===== src/rtl/ysyx_23060208_ifu_prefetch.sv =====
// Instruction prefetcher: keeps at most one read in flight on the instruction SRAM
// read channel and queues returned instructions, tagged with their PC, in a small FIFO.
module ysyx_23060208_ifu_prefetch #(
   parameter int unsigned           DATA_WIDTH = 32,
   parameter int unsigned           FIFO_DEPTH = 4,
   parameter logic [DATA_WIDTH-1:0] RESET_PC   = 32'h8000_0000
) (
   input  logic                  clk,
   input  logic                  rst,
   input  logic                  redirect_valid,
   input  logic [DATA_WIDTH-1:0] redirect_pc,
   output logic [DATA_WIDTH-1:0] isram_araddr,
   output logic                  isram_arvalid,
   input  logic                  isram_arready,
   input  logic [DATA_WIDTH-1:0] isram_rdata,
   input  logic [1:0]            isram_rresp,
   input  logic                  isram_rvalid,
   output logic                  isram_rready,
   output logic                  out_valid,
   input  logic                  out_ready,
   output logic [DATA_WIDTH-1:0] out_pc,
   output logic [DATA_WIDTH-1:0] out_inst,
   output logic                  out_err
);

   localparam int unsigned PTR_W   = $clog2(FIFO_DEPTH);
   localparam int unsigned CNT_W   = PTR_W + 1;
   localparam int unsigned ENTRY_W = 2 * DATA_WIDTH + 1;

   typedef enum logic [1:0] {
      IDLE,
      ADDR,
      RESP,
      HALT
   } state_t;

   state_t                state_q, state_d;
   logic                  arvalid_q, arvalid_d;
   logic [DATA_WIDTH-1:0] araddr_q, araddr_d;
   logic [DATA_WIDTH-1:0] fetch_pc_q, fetch_pc_d;
   logic                  discard_q, discard_d;
   logic [ENTRY_W-1:0]    mem_q [FIFO_DEPTH];
   logic [ENTRY_W-1:0]    mem_d [FIFO_DEPTH];
   logic [PTR_W-1:0]      wr_ptr_q, wr_ptr_d;
   logic [PTR_W-1:0]      rd_ptr_q, rd_ptr_d;
   logic [CNT_W-1:0]      count_q, count_d;
   logic [CNT_W:0]        occupancy;
   logic                  room;
   logic                  push;
   logic                  pop;
   logic                  beat_err;
   logic [ENTRY_W-1:0]    head;

   // The in-flight read reserves a slot so an accepted beat always fits.
   assign occupancy = {1'b0, count_q} + {{CNT_W{1'b0}}, (state_q == RESP)};
   assign room      = occupancy < (CNT_W + 1)'(FIFO_DEPTH);
   assign beat_err  = (isram_rresp != 2'b00);

   always_comb begin
      state_d    = state_q;
      arvalid_d  = arvalid_q;
      araddr_d   = araddr_q;
      fetch_pc_d = fetch_pc_q;
      discard_d  = discard_q;
      push       = 1'b0;
      unique case (state_q)
         IDLE: begin
            if (redirect_valid) begin
               fetch_pc_d = redirect_pc;
            end else if (room) begin
               state_d   = ADDR;
               arvalid_d = 1'b1;
               araddr_d  = fetch_pc_q;
            end
         end
         ADDR: begin
            if (redirect_valid) begin
               discard_d  = 1'b1;
               fetch_pc_d = redirect_pc;
            end
            if (isram_arready) begin
               state_d   = RESP;
               arvalid_d = 1'b0;
               // A redirected fetch keeps the new PC instead of advancing past the dead read.
               if (!redirect_valid && !discard_q) begin
                  fetch_pc_d = fetch_pc_q + DATA_WIDTH'(4);
               end
            end
         end
         RESP: begin
            if (redirect_valid) begin
               fetch_pc_d = redirect_pc;
            end
            if (isram_rvalid) begin
               if (redirect_valid || discard_q) begin
                  discard_d = 1'b0;
                  state_d   = IDLE;
               end else begin
                  push    = 1'b1;
                  state_d = beat_err ? HALT : IDLE;
               end
            end else if (redirect_valid) begin
               discard_d = 1'b1;
            end
         end
         HALT: begin
            if (redirect_valid) begin
               state_d    = IDLE;
               fetch_pc_d = redirect_pc;
            end
         end
         default: state_d = IDLE;
      endcase
   end

   always_comb begin
      mem_d    = mem_q;
      wr_ptr_d = wr_ptr_q;
      rd_ptr_d = rd_ptr_q;
      count_d  = count_q;
      pop      = (count_q != '0) && out_ready;
      if (push) begin
         mem_d[wr_ptr_q] = {araddr_q, isram_rdata, beat_err};
      end
      // A redirect flushes everything, overriding any pop in the same cycle.
      if (redirect_valid) begin
         wr_ptr_d = '0;
         rd_ptr_d = '0;
         count_d  = '0;
      end else begin
         if (push) begin
            wr_ptr_d = wr_ptr_q + PTR_W'(1);
         end
         if (pop) begin
            rd_ptr_d = rd_ptr_q + PTR_W'(1);
         end
         if (push && !pop) begin
            count_d = count_q + CNT_W'(1);
         end else if (pop && !push) begin
            count_d = count_q - CNT_W'(1);
         end
      end
   end

   always_ff @(posedge clk) begin
      if (rst) begin
         state_q    <= IDLE;
         arvalid_q  <= 1'b0;
         araddr_q   <= '0;
         fetch_pc_q <= RESET_PC;
         discard_q  <= 1'b0;
         wr_ptr_q   <= '0;
         rd_ptr_q   <= '0;
         count_q    <= '0;
      end else begin
         state_q    <= state_d;
         arvalid_q  <= arvalid_d;
         araddr_q   <= araddr_d;
         fetch_pc_q <= fetch_pc_d;
         discard_q  <= discard_d;
         wr_ptr_q   <= wr_ptr_d;
         rd_ptr_q   <= rd_ptr_d;
         count_q    <= count_d;
      end
   end

   always_ff @(posedge clk) begin
      mem_q <= mem_d;
   end

   assign head          = mem_q[rd_ptr_q];
   assign isram_arvalid = arvalid_q;
   assign isram_araddr  = araddr_q;
   assign isram_rready  = (state_q == RESP);
   assign out_valid     = (count_q != '0);
   assign out_pc        = head[ENTRY_W-1 -: DATA_WIDTH];
   assign out_inst      = head[DATA_WIDTH:1];
   assign out_err       = head[0];

endmodule


===== config.mk =====
export PLATFORM = sky130hd
export DESIGN_NAME = ysyx_23060208_ifu_prefetch
export DESIGN_NICKNAME = d
export VERILOG_FILES = /design/src/rtl/ysyx_23060208_ifu_prefetch.sv
export SDC_FILE = /design/constraint.sdc
export NUM_CORES = 1
export LEC_CHECK = 0
export ABC_AREA = 1
export CORE_ASPECT_RATIO = 1.2
export CORE_MARGIN = 2
export CORE_UTILIZATION = 50
export DETAILED_ROUTE_END_ITERATION = 7
export PLACE_DENSITY = 0.76
export SLEW_MARGIN = 10
export SYNTH_ARGS = -nofsm -noshare
export SYNTH_HDL_FRONTEND = slang
export SYNTH_SLANG_ARGS = --single-unit

===== constraint.sdc =====
create_clock -name clk -period 4.5 [get_ports clk]
set_input_delay 0.9 -clock clk [delete_from_list [all_inputs] [get_ports clk]]
set_output_delay 0.9 -clock clk [all_outputs]
set_load 0.01 [all_outputs]

==> results of run 1 <==
[cells in the mapped netlist (all sizes together)]
library cell  number  area (µm²)
xnor2              1       8.760
o21bai             2       15.01
nand2            202       768.2
o21a               2       15.01
xor2               4       35.03
buf               22       117.6
fa                 1       20.02
a211oi             2       15.01
o21ai            175       875.8
a21oi             70       354.1
clkbuf            49       183.9
nand3b             2       15.01
o2111ai            1       8.760
nand4              2       12.51
o211ai             2       15.01
ha                11       137.6
nor2             200       823.3
a31oi              7       43.79
or2                1       6.260
a311oi             3       26.28
nand3             57       297.8
inv               68       255.2
edfxtp           260        7807
nor3               3       15.01
o22ai             65       406.6
dfxtp             75        1501
[power groups by stage]
stage	logic [mW]	clock network, mW	registers (mW)
after floorplan	0.485	0	3.63
after global routing	0.923	2.79	3.62
after global placement	0.812	0	3.66
final	0.835	2.64	3.60
after detailed placement	0.830	0	3.67
after CTS	0.835	2.67	3.60
[metal layers]
layer / vias up / global-route usage / wire length, µm / share of wire
met5: - / 0 / 0 / 0
met4: 0 / 0.08183 / 971 / 0.030
met3: 68 / 0.03003 / 1940 / 0.059
met2: 325 / 0.3848 / 16110 / 0.49
met1: 4767 / 0.2948 / 13600 / 0.42
li1: 4830 / - / - / -
[state kept, by name, summed over array words and instances (netlist names)]
register	cells
count_q	3
discard_q	1
fetch_pc_q	32
isram_araddr	32
isram_arvalid	1
mem_q	260
rd_ptr_q	2
state_q	2
wr_ptr_q	2
[layout make-up]
type	instances	area [µm²]	share of cell area
Sequential cell	335	9314	0.5530
Inverter	68	257.7	0.01530
Timing Repair Buffer	185	1862	0.1105
Tap cell	340	425.4	0.02526
Clock inverter	19	140.1	0.008320
Multi-Input combinational cell	813	3945	0.2342
Clock buffer	41	898.4	0.05334
[metrics by stage]
stage | hold slack [ns] | area [µm²] | total power, mW | setup WS (ns)
6_report | 0.4573 | 16840 | 7.074 | 0.5157
5_1_grt | 0.4722 | 16840 | 7.333 | 0.3170
4_1_cts | 0.4658 | 16840 | 7.109 | 0.5195
3_5_place_dp | 0.4571 | 15800 | 4.496 | 1.094
3_3_place_gp | 0.4351 | 15800 | 4.473 | 1.146
2_1_floorplan | 0.4220 | 13780 | 4.117 | -0.3025
[how the worst max path moves through the flow]
stage / from / endpoint / cells past startpoint
after floorplan: redirect_valid / mem_q[0] / 7
after global placement: redirect_valid / mem_q[26] / 7
after detailed placement: redirect_valid / mem_q[27] / 7
after CTS: rd_ptr_q[0] / out_inst[8] / 5
after global routing: rd_ptr_q[0] / out_inst[8] / 5
final: rd_ptr_q[0] / out_inst[8] / 5
[logic make-up after synthesis]
kind of cell	after synthesis	synth area share
adders and majority gates	12	0.01144
DFF	335	0.6755
buffers and inverters	139	0.04040
xor gates and xnor gates	5	0.003178
and+or+nand+nor	467	0.1406
AOI/OAI and AO/OA	329	0.1288
[worst register-to-register path, cell delays in order, from the launching register on]
cell     delay (ns)
dfxtp_1        0.33
inv_1          0.13
ha_1           0.96
nand2_2        0.66
nand2_1        0.22
a21oi_1        0.08
==> impl_metrics.ini, run 1 <==
[outcome]
run_status = complete, no violations

[power_and_ir_drop]
p_leak_nw = 5.750
p_seq_frac = 0.509
ir_drop_v = 0.0002879
switching_power_mw = 1.772
power_frac_comb = 0.118
internal_power_mw = 5.302
p_per_area_mw_per_mm2 = 420.0
power.share.clock = 0.373
p_sw_frac = 0.2505

[clock_network]
ctsRootBufferMaster = clkbuf_16
clkTransAtPathRegs_ns = 0.06
cts-buffers-inserted = 34
cts_tree = built
cts_sinks = 335
ctsResizeCount = 0
ctsHoldBuffers = 0
clk_path_buf_depth = 3
clock_latency_ns = 0.51
htreeDepth = 2
postCtsSetupBuffers = 0

[detailed_routing]
antenna_left = 0
dr.pass1.iters = 5
drc = 0
routed-via-count = 9990
wl_um = 32620
detail_route.wl_per_cell_um = 18.11
vias_per_cell = 5.547
drtIter0Drc = 807

[placed_design]
dp_cells = 1741
gp_congestion = 0.8868
dp.final_hpwl_um = 20510
numPortBuffers = 171

[finish]
fin_util = 0.6218
antenna_cells = 0
nNetsFinal = 1521
final_cell_mix = edfxtp_1, nand2_1, nor2_1, o21ai_0, clkdlybuf4s50_1
n_fill_cell = 2141
layout-drive-gt1-share = 0.06502
final_common_cell = edfxtp_1
instances_no_fill = 1801
syn_to_final_growth_pct = 22.22

[timing]
finalHoldViolations = 0
fmax_mhz = 251.0
setup_viol = 0
fin_skew_ns = 0.01481
max_slew_margin = 0.2153
worst_pin_slew_ns = 1.177
rsz0062_at_grt = no
finalCritPeriodShare = 0.8854
period_needed_ns = 3.984
maxSlewViolCount = 0
tns_ns = 0

[die]
core_area_mm2 = 0.02709
dieWidth_um = 155.6
die-area_mm2 = 0.02891
initial_utilization = 0.5088
std_cell_rows = 66
fp.dieH_um = 185.9
io_pins = 172

[global_route]
grt_antenna_before_repair = 0
grt_start_max_net_pins = 120
grt_pass1_wl_um = 51000
track_usage = 0.2247
overflow = 0
first_global_vias = 9653

[worst_hold_path]
hold_class = reg2reg
min_from = count_q[2]
whs_path_depth = 1
hold_path_end = count_q[2]

[run]
drv_cap = 0

[synthesis]
syn-instance-count = 1287
syn_avg_cell_area_um2 = 10.71
yosys_warnings = 0
seq_area_frac_synth = 0.6755
syn_area_mm2 = 0.01378
yosysUniqueCellTypes = 34
synthesis.nets = 1371
ys_seq_elements = 335

[setup_path]
critical_path_buf_inv_count = 3
r2r-start = state_q[0]
worstPathCellList = inv_4, buf_4, o21ai_0, o22ai_1, clkdlybuf4s50_1
crit_path_start_kind = flip-flop
worst_path_largest_cell_delay_ns = 0.78
cp_data_required_time_ns = 3.60
crit_path_top_delay_cell = inv_4
worstPathArrival_ns = 3.08
r2r_slack_ns = 2.00
cp-end-kind = primary output
critPathTopFamily = buffers and inverters
reg2reg_to = isram_araddr[17]
reg2regPathDepth = 5
path_class = reg2out
worstPathMaxFanout = 119
(Power assumes the default switching activity.)
==> run 2: changes to the inputs <==
--- a/config.mk
+++ b/config.mk
@@ -9,6 +9,7 @@
 export CORE_ASPECT_RATIO = 1.2
 export CORE_MARGIN = 2
 export CORE_UTILIZATION = 50
+export CTS_CLUSTER_SIZE = 10
 export DETAILED_ROUTE_END_ITERATION = 7
 export PLACE_DENSITY = 0.76
 export SLEW_MARGIN = 10
==> run 2 against run 1 <==
  * Global-route usage up 0.076 points
  * Sequential cell count unchanged
  * Sequential share of layout area down 0.15 points
  * Worst setup slack better by 0.022 ns
  * Hold slack worse by 0.00090 ns
  * Non-clock buffer count unchanged
  * Via count about the same
  * First-iteration DRC count up 3.6%
  * Clock power up 4%
==> impl_metrics.ini, run 2 (same netlist as run 1, synthesis figures left out) <==
[power_and_ir_drop]
fin_total_pwr_mw = 7.180
ir_drop_v = 0.0002487
p_leak_nw = 5.770
p_per_area_mw_per_mm2 = 425.1

[placed_design]
dp.final_hpwl_um = 20510
dp_cells = 1741
numPortBuffers = 171
gp_congestion = 0.8868

[finish]
final_common_cell = edfxtp_1
seqCellArea_mm2 = 0.009314
syn_to_final_growth_pct = 22.55
final_cell_mix = edfxtp_1, nand2_1, nor2_1, o21ai_0, clkdlybuf4s50_1
antenna_cells = 0
n_fill_cell = 2153
fin_util = 0.6235
largest_register_ffs = 260
multi_input_area_mm2 = 0.003945
layout-drive-gt1-share = 0.06044
instances_no_fill = 1796
nNetsFinal = 1526
regMostFlops = mem_q

[setup_path]
reg2regPathDepth = 5
r2r-start = state_q[0]
cp-end-kind = primary output
r2r_slack_ns = 2.00
crit_path_start_kind = flip-flop
reg2reg_to = isram_araddr[25]
cp_data_required_time_ns = 3.60
path_class = reg2out
worstPathArrival_ns = 3.06
worstPathMaxFanout = 119

[timing]
max_slew_margin = 0.2178
setup_viol = 0
finalCritPeriodShare = 0.8805
fin_skew_ns = 0.01532
finalHoldViolations = 0
maxSlewViolCount = 0
period_needed_ns = 3.962
worst_pin_slew_ns = 1.173
rsz0062_at_grt = no
fmax_mhz = 252.4

[global_route]
overflow = 0
grt_antenna_before_repair = 0
grt_pass1_wl_um = 51140
first_global_vias = 9697
grt_start_max_net_pins = 120
track_usage = 0.2254

[die]
dieWidth_um = 155.6
initial_utilization = 0.5088
fp.dieH_um = 185.9
core_area_mm2 = 0.02709
std_cell_rows = 66
die-area_mm2 = 0.02891
io_pins = 172

[worst_hold_path]
whs_path_depth = 1
hold_class = reg2reg
hold_path_end = count_q[2]
min_from = count_q[2]

[clock_network]
cts_sinks = 335
cts-buffers-inserted = 39
clock_latency_ns = 0.52
clk_path_buf_depth = 3
clkTransAtPathRegs_ns = 0.05
ctsRootBufferMaster = clkbuf_16
cts_tree = built
htreeDepth = 2
ctsHoldBuffers = 0
postCtsSetupBuffers = 0
ctsResizeCount = 0

[detailed_routing]
detail_route.wl_per_cell_um = 18.19
drc = 0
wl_um = 32680
routed-via-count = 9989
antenna_left = 0
vias_per_cell = 5.562
dr.pass1.iters = 5
drtIter0Drc = 836

[outcome]
run_status = complete, no violations

[run]
drv_cap = 0
-- run 2: cell count changes in the layout (fill, tap and decap cells not counted), sizes merged --
cell,previous run,this run
clkbuf,41,53
bufinv,1,0
clkinvlp,3,0
clkinv,11,1
inv,72,69
-- run 2: layer usage --
metal / wire (µm) / vias to the layer above / GRT usage
li1: - / 4836 / -
met2: 16030 / 336 / 0.3848
met1: 13920 / 4745 / 0.2974
met4: 943 / 0 / 0.08294
met5: 0 / - / 0
met3: 1785 / 72 / 0.02887
-- run 2: how the worst max path moves through the flow --
stage                         from           to  slack (ns)  depth (start not counted)
floorplan           redirect_valid     mem_q[0]       -0.30                          7
global placement    redirect_valid    mem_q[26]        1.15                          7
detailed placement  redirect_valid    mem_q[27]        1.09                          7
CTS                    rd_ptr_q[0]  out_inst[8]        0.51                          5
global route           rd_ptr_q[0]  out_inst[8]        0.28                          5
finish                 rd_ptr_q[0]  out_inst[8]        0.54                          5
-- run 2: worst max-delay path, cell delays in order, from the launching register on --
cell,delay [ns]
dfxtp_4,0.46
inv_4,0.80
buf_4,0.33
o21ai_0,0.12
o22ai_1,0.19
clkdlybuf4s50_1,0.57
-- run 2: power by group --
group	total (mW)	leakage, nW	internal [mW]	switching, mW
registers	3.61	2.99	3.47	0.135
logic	0.834	2.25	0.339	0.495
clock network	2.74	0.526	1.62	1.12
total	7.18	5.77	5.43	1.75
-- run 2: through the flow --
| stage | setup TNS, ns | setup WS, ns | hold WS [ns] | cell area [µm²] |
|---|---|---|---|---|
| after floorplan | -78.64 | -0.3025 | 0.4220 | 13780 |
| after global placement | 0 | 1.146 | 0.4351 | 15800 |
| after detailed placement | 0 | 1.094 | 0.4571 | 15800 |
| after CTS | 0 | 0.5088 | 0.4644 | 16890 |
| after global routing | 0 | 0.2837 | 0.4708 | 16890 |
| final | 0 | 0.5380 | 0.4564 | 16890 |
-- run 2: final cells by class --
| class | count | area share |
|---|---|---|
| multi-input combinational | 813 | 0.2336 |
| tap | 340 | 0.02519 |
| inverter | 68 | 0.01526 |
| clock buffer | 53 | 0.06275 |
| clock inverter | 2 | 0.001482 |
| timing repair buffer | 185 | 0.1102 |
| sequential | 335 | 0.5515 |
==> run 3: changes to the inputs <==
--- a/config.mk
+++ b/config.mk
@@ -6,8 +6,8 @@
 export NUM_CORES = 1
 export LEC_CHECK = 0
 export ABC_AREA = 1
-export CORE_ASPECT_RATIO = 1.2
-export CORE_MARGIN = 2
+export CORE_ASPECT_RATIO = 1.5
+export CORE_MARGIN = 3
 export CORE_UTILIZATION = 50
 export CTS_CLUSTER_SIZE = 10
 export DETAILED_ROUTE_END_ITERATION = 7
==> run 3 against run 2 <==
  * Register-to-register slack about the same
  * Cell area grew 0.27%
  * Clock skew is 0.0038 ns lower
  * Sequential power about the same
  * Clock power up 1%
  * Sequential cell count unchanged
==> impl_metrics.ini, run 3 (same netlist as run 1, synthesis figures left out) <==
[finish]
layout-drive-gt1-share = 0.06173
final_common_cell = edfxtp_1
antenna_cells = 0
largest_register_ffs = 260
regMostFlops = mem_q
n_fill_cell = 2106
syn_to_final_growth_pct = 22.89
nNetsFinal = 1529
final_cell_mix = edfxtp_1, nand2_1, nor2_1, o21ai_0, clkdlybuf4s50_1

[setup_path]
r2r-start = state_q[0]
worst_path_largest_cell_delay_ns = 0.67
cp-end-kind = primary output
crit_start = rd_ptr_q[0]
worstPathArrival_ns = 2.77
path_class = reg2out
crit_path_top_delay_cell = dfxtp_4
critical_path_buf_inv_count = 2
crit_path_start_kind = flip-flop
worstPathCellList = buf_4, o21ai_0, o22ai_1, clkdlybuf4s50_1
cp_data_required_time_ns = 3.60
critPathTopFamily = buffers and inverters
worst-path-stages = 4
worstPathMaxFanout = 50
reg2regPathDepth = 7

[clock_network]
clk_path_buf_depth = 3
cts_tree = built
clkTransAtPathRegs_ns = 0.05
ctsHoldBuffers = 0
postCtsSetupBuffers = 0
cts_sinks = 335
ctsRootBufferMaster = clkbuf_16
clock_latency_ns = 0.51
htreeDepth = 2
ctsResizeCount = 0
cts-buffers-inserted = 39

[timing]
finalHoldViolations = 0
fmax_mhz = 272.4
setup_slack_ns = 0.8295
fin_skew_ns = 0.01155
worst_pin_slew_ns = 0.7393
holdWs_ns = 0.4492
rsz0062_at_grt = no
max_slew_margin = 0.5060
period_needed_ns = 3.670
maxSlewViolCount = 0
setup_viol = 0
finalCritPeriodShare = 0.8157

[global_route]
grt_start_max_net_pins = 89
track_usage = 0.2211
overflow = 0
grt_pass1_wl_um = 52220
first_global_vias = 9858
grt_antenna_before_repair = 0

[worst_hold_path]
min_from = count_q[2]
whs_path_depth = 1
hold_class = reg2reg

[power_and_ir_drop]
ir_drop_v = 0.0004276
power.share.clock = 0.385
fin_total_pwr_mw = 7.229
switching_power_mw = 1.725
p_seq_frac = 0.499
power_frac_comb = 0.116
p_sw_frac = 0.2386
p_per_area_mw_per_mm2 = 426.9
internal_power_mw = 5.504
p_leak_nw = 5.797

[detailed_routing]
routed-via-count = 10018
drtIter0Drc = 705
antenna_left = 0
dr.pass1.iters = 5
wl_um = 33310
drc = 0
detail_route.wl_per_cell_um = 18.56
vias_per_cell = 5.581

[outcome]
run_status = complete, no violations

[die]
dieWidth_um = 141.6
std_cell_rows = 73
core_area_mm2 = 0.02685
initial_utilization = 0.5132
die-area_mm2 = 0.02963
fp.dieH_um = 209.3
io_pins = 172

[placed_design]
dpl_worst_slack_ns = 1.080
gp_congestion = 0.9011
dp.final_hpwl_um = 21550
numPortBuffers = 171

[run]
drv_cap = 0
[run 3: cell types whose count changed in the layout (fill, tap and decap cells not counted), sizes merged]
cell	before	now
inv	69	67
bufinv	0	1
buf	15	18
[run 3: final timing paths]
check | end | slack (ns)
setup / recovery | out_pc[20] | 0.83
hold reg to reg | count_q[2] | 0.45
hold / removal | count_q[2] | 0.45
setup reg to reg | mem_q[201] | 2.00
[run 3: through the flow]
step | instances | util | area (µm²) | TNS [ns]
2_1_floorplan | 1287 | - | 13780 | -78.64
3_3_place_gp | 1741 | 0.5896 | 15830 | 0
3_5_place_dp | 1741 | 0.5896 | 15830 | 0
4_1_cts | 1795 | 0.6307 | 16940 | 0
5_1_grt | 1795 | 0.6307 | 16940 | 0
6_report | 1795 | 0.6307 | 16940 | 0
[run 3: worst register-to-register path: cells and delay by family (launching register included)]
| family | cells | cell delay, ns |
|---|---|---|
| fa+ha+maj | 1 | 0.27 |
| flops | 1 | 0.33 |
| simple gates | 3 | 0.81 |
| buf+inv | 3 | 0.72 |
[run 3: final cells by class]
type | count | area [µm²] | area share
sequential | 335 | 9314 | 0.5500
clock inverter | 1 | 30.03 | 0.001773
tap | 337 | 421.7 | 0.02490
timing repair buffer | 188 | 1897 | 0.1120
clock buffer | 53 | 1071 | 0.06324
inverter | 68 | 256.5 | 0.01515
multi-input combinational | 813 | 3945 | 0.2330
[run 3: per-layer routing]
| layer | global-route usage | vias to the layer above | wire, µm |
|---|---|---|---|
| met5 | 0 | - | 0 |
| met4 | 0.07815 | 0 | 983 |
| met3 | 0.03032 | 69 | 1746 |
| met2 | 0.3996 | 322 | 17650 |
| met1 | 0.2687 | 4796 | 12930 |
| li1 | - | 4831 | - |
[run 3: power groups by stage]
stage	registers [mW]	logic, mW	clock network [mW]
floorplan	3.63	0.485	0
global placement	3.66	0.829	0
detailed placement	3.66	0.847	0
CTS	3.60	0.851	2.83
global route	3.62	0.935	2.95
finish	3.61	0.842	2.78
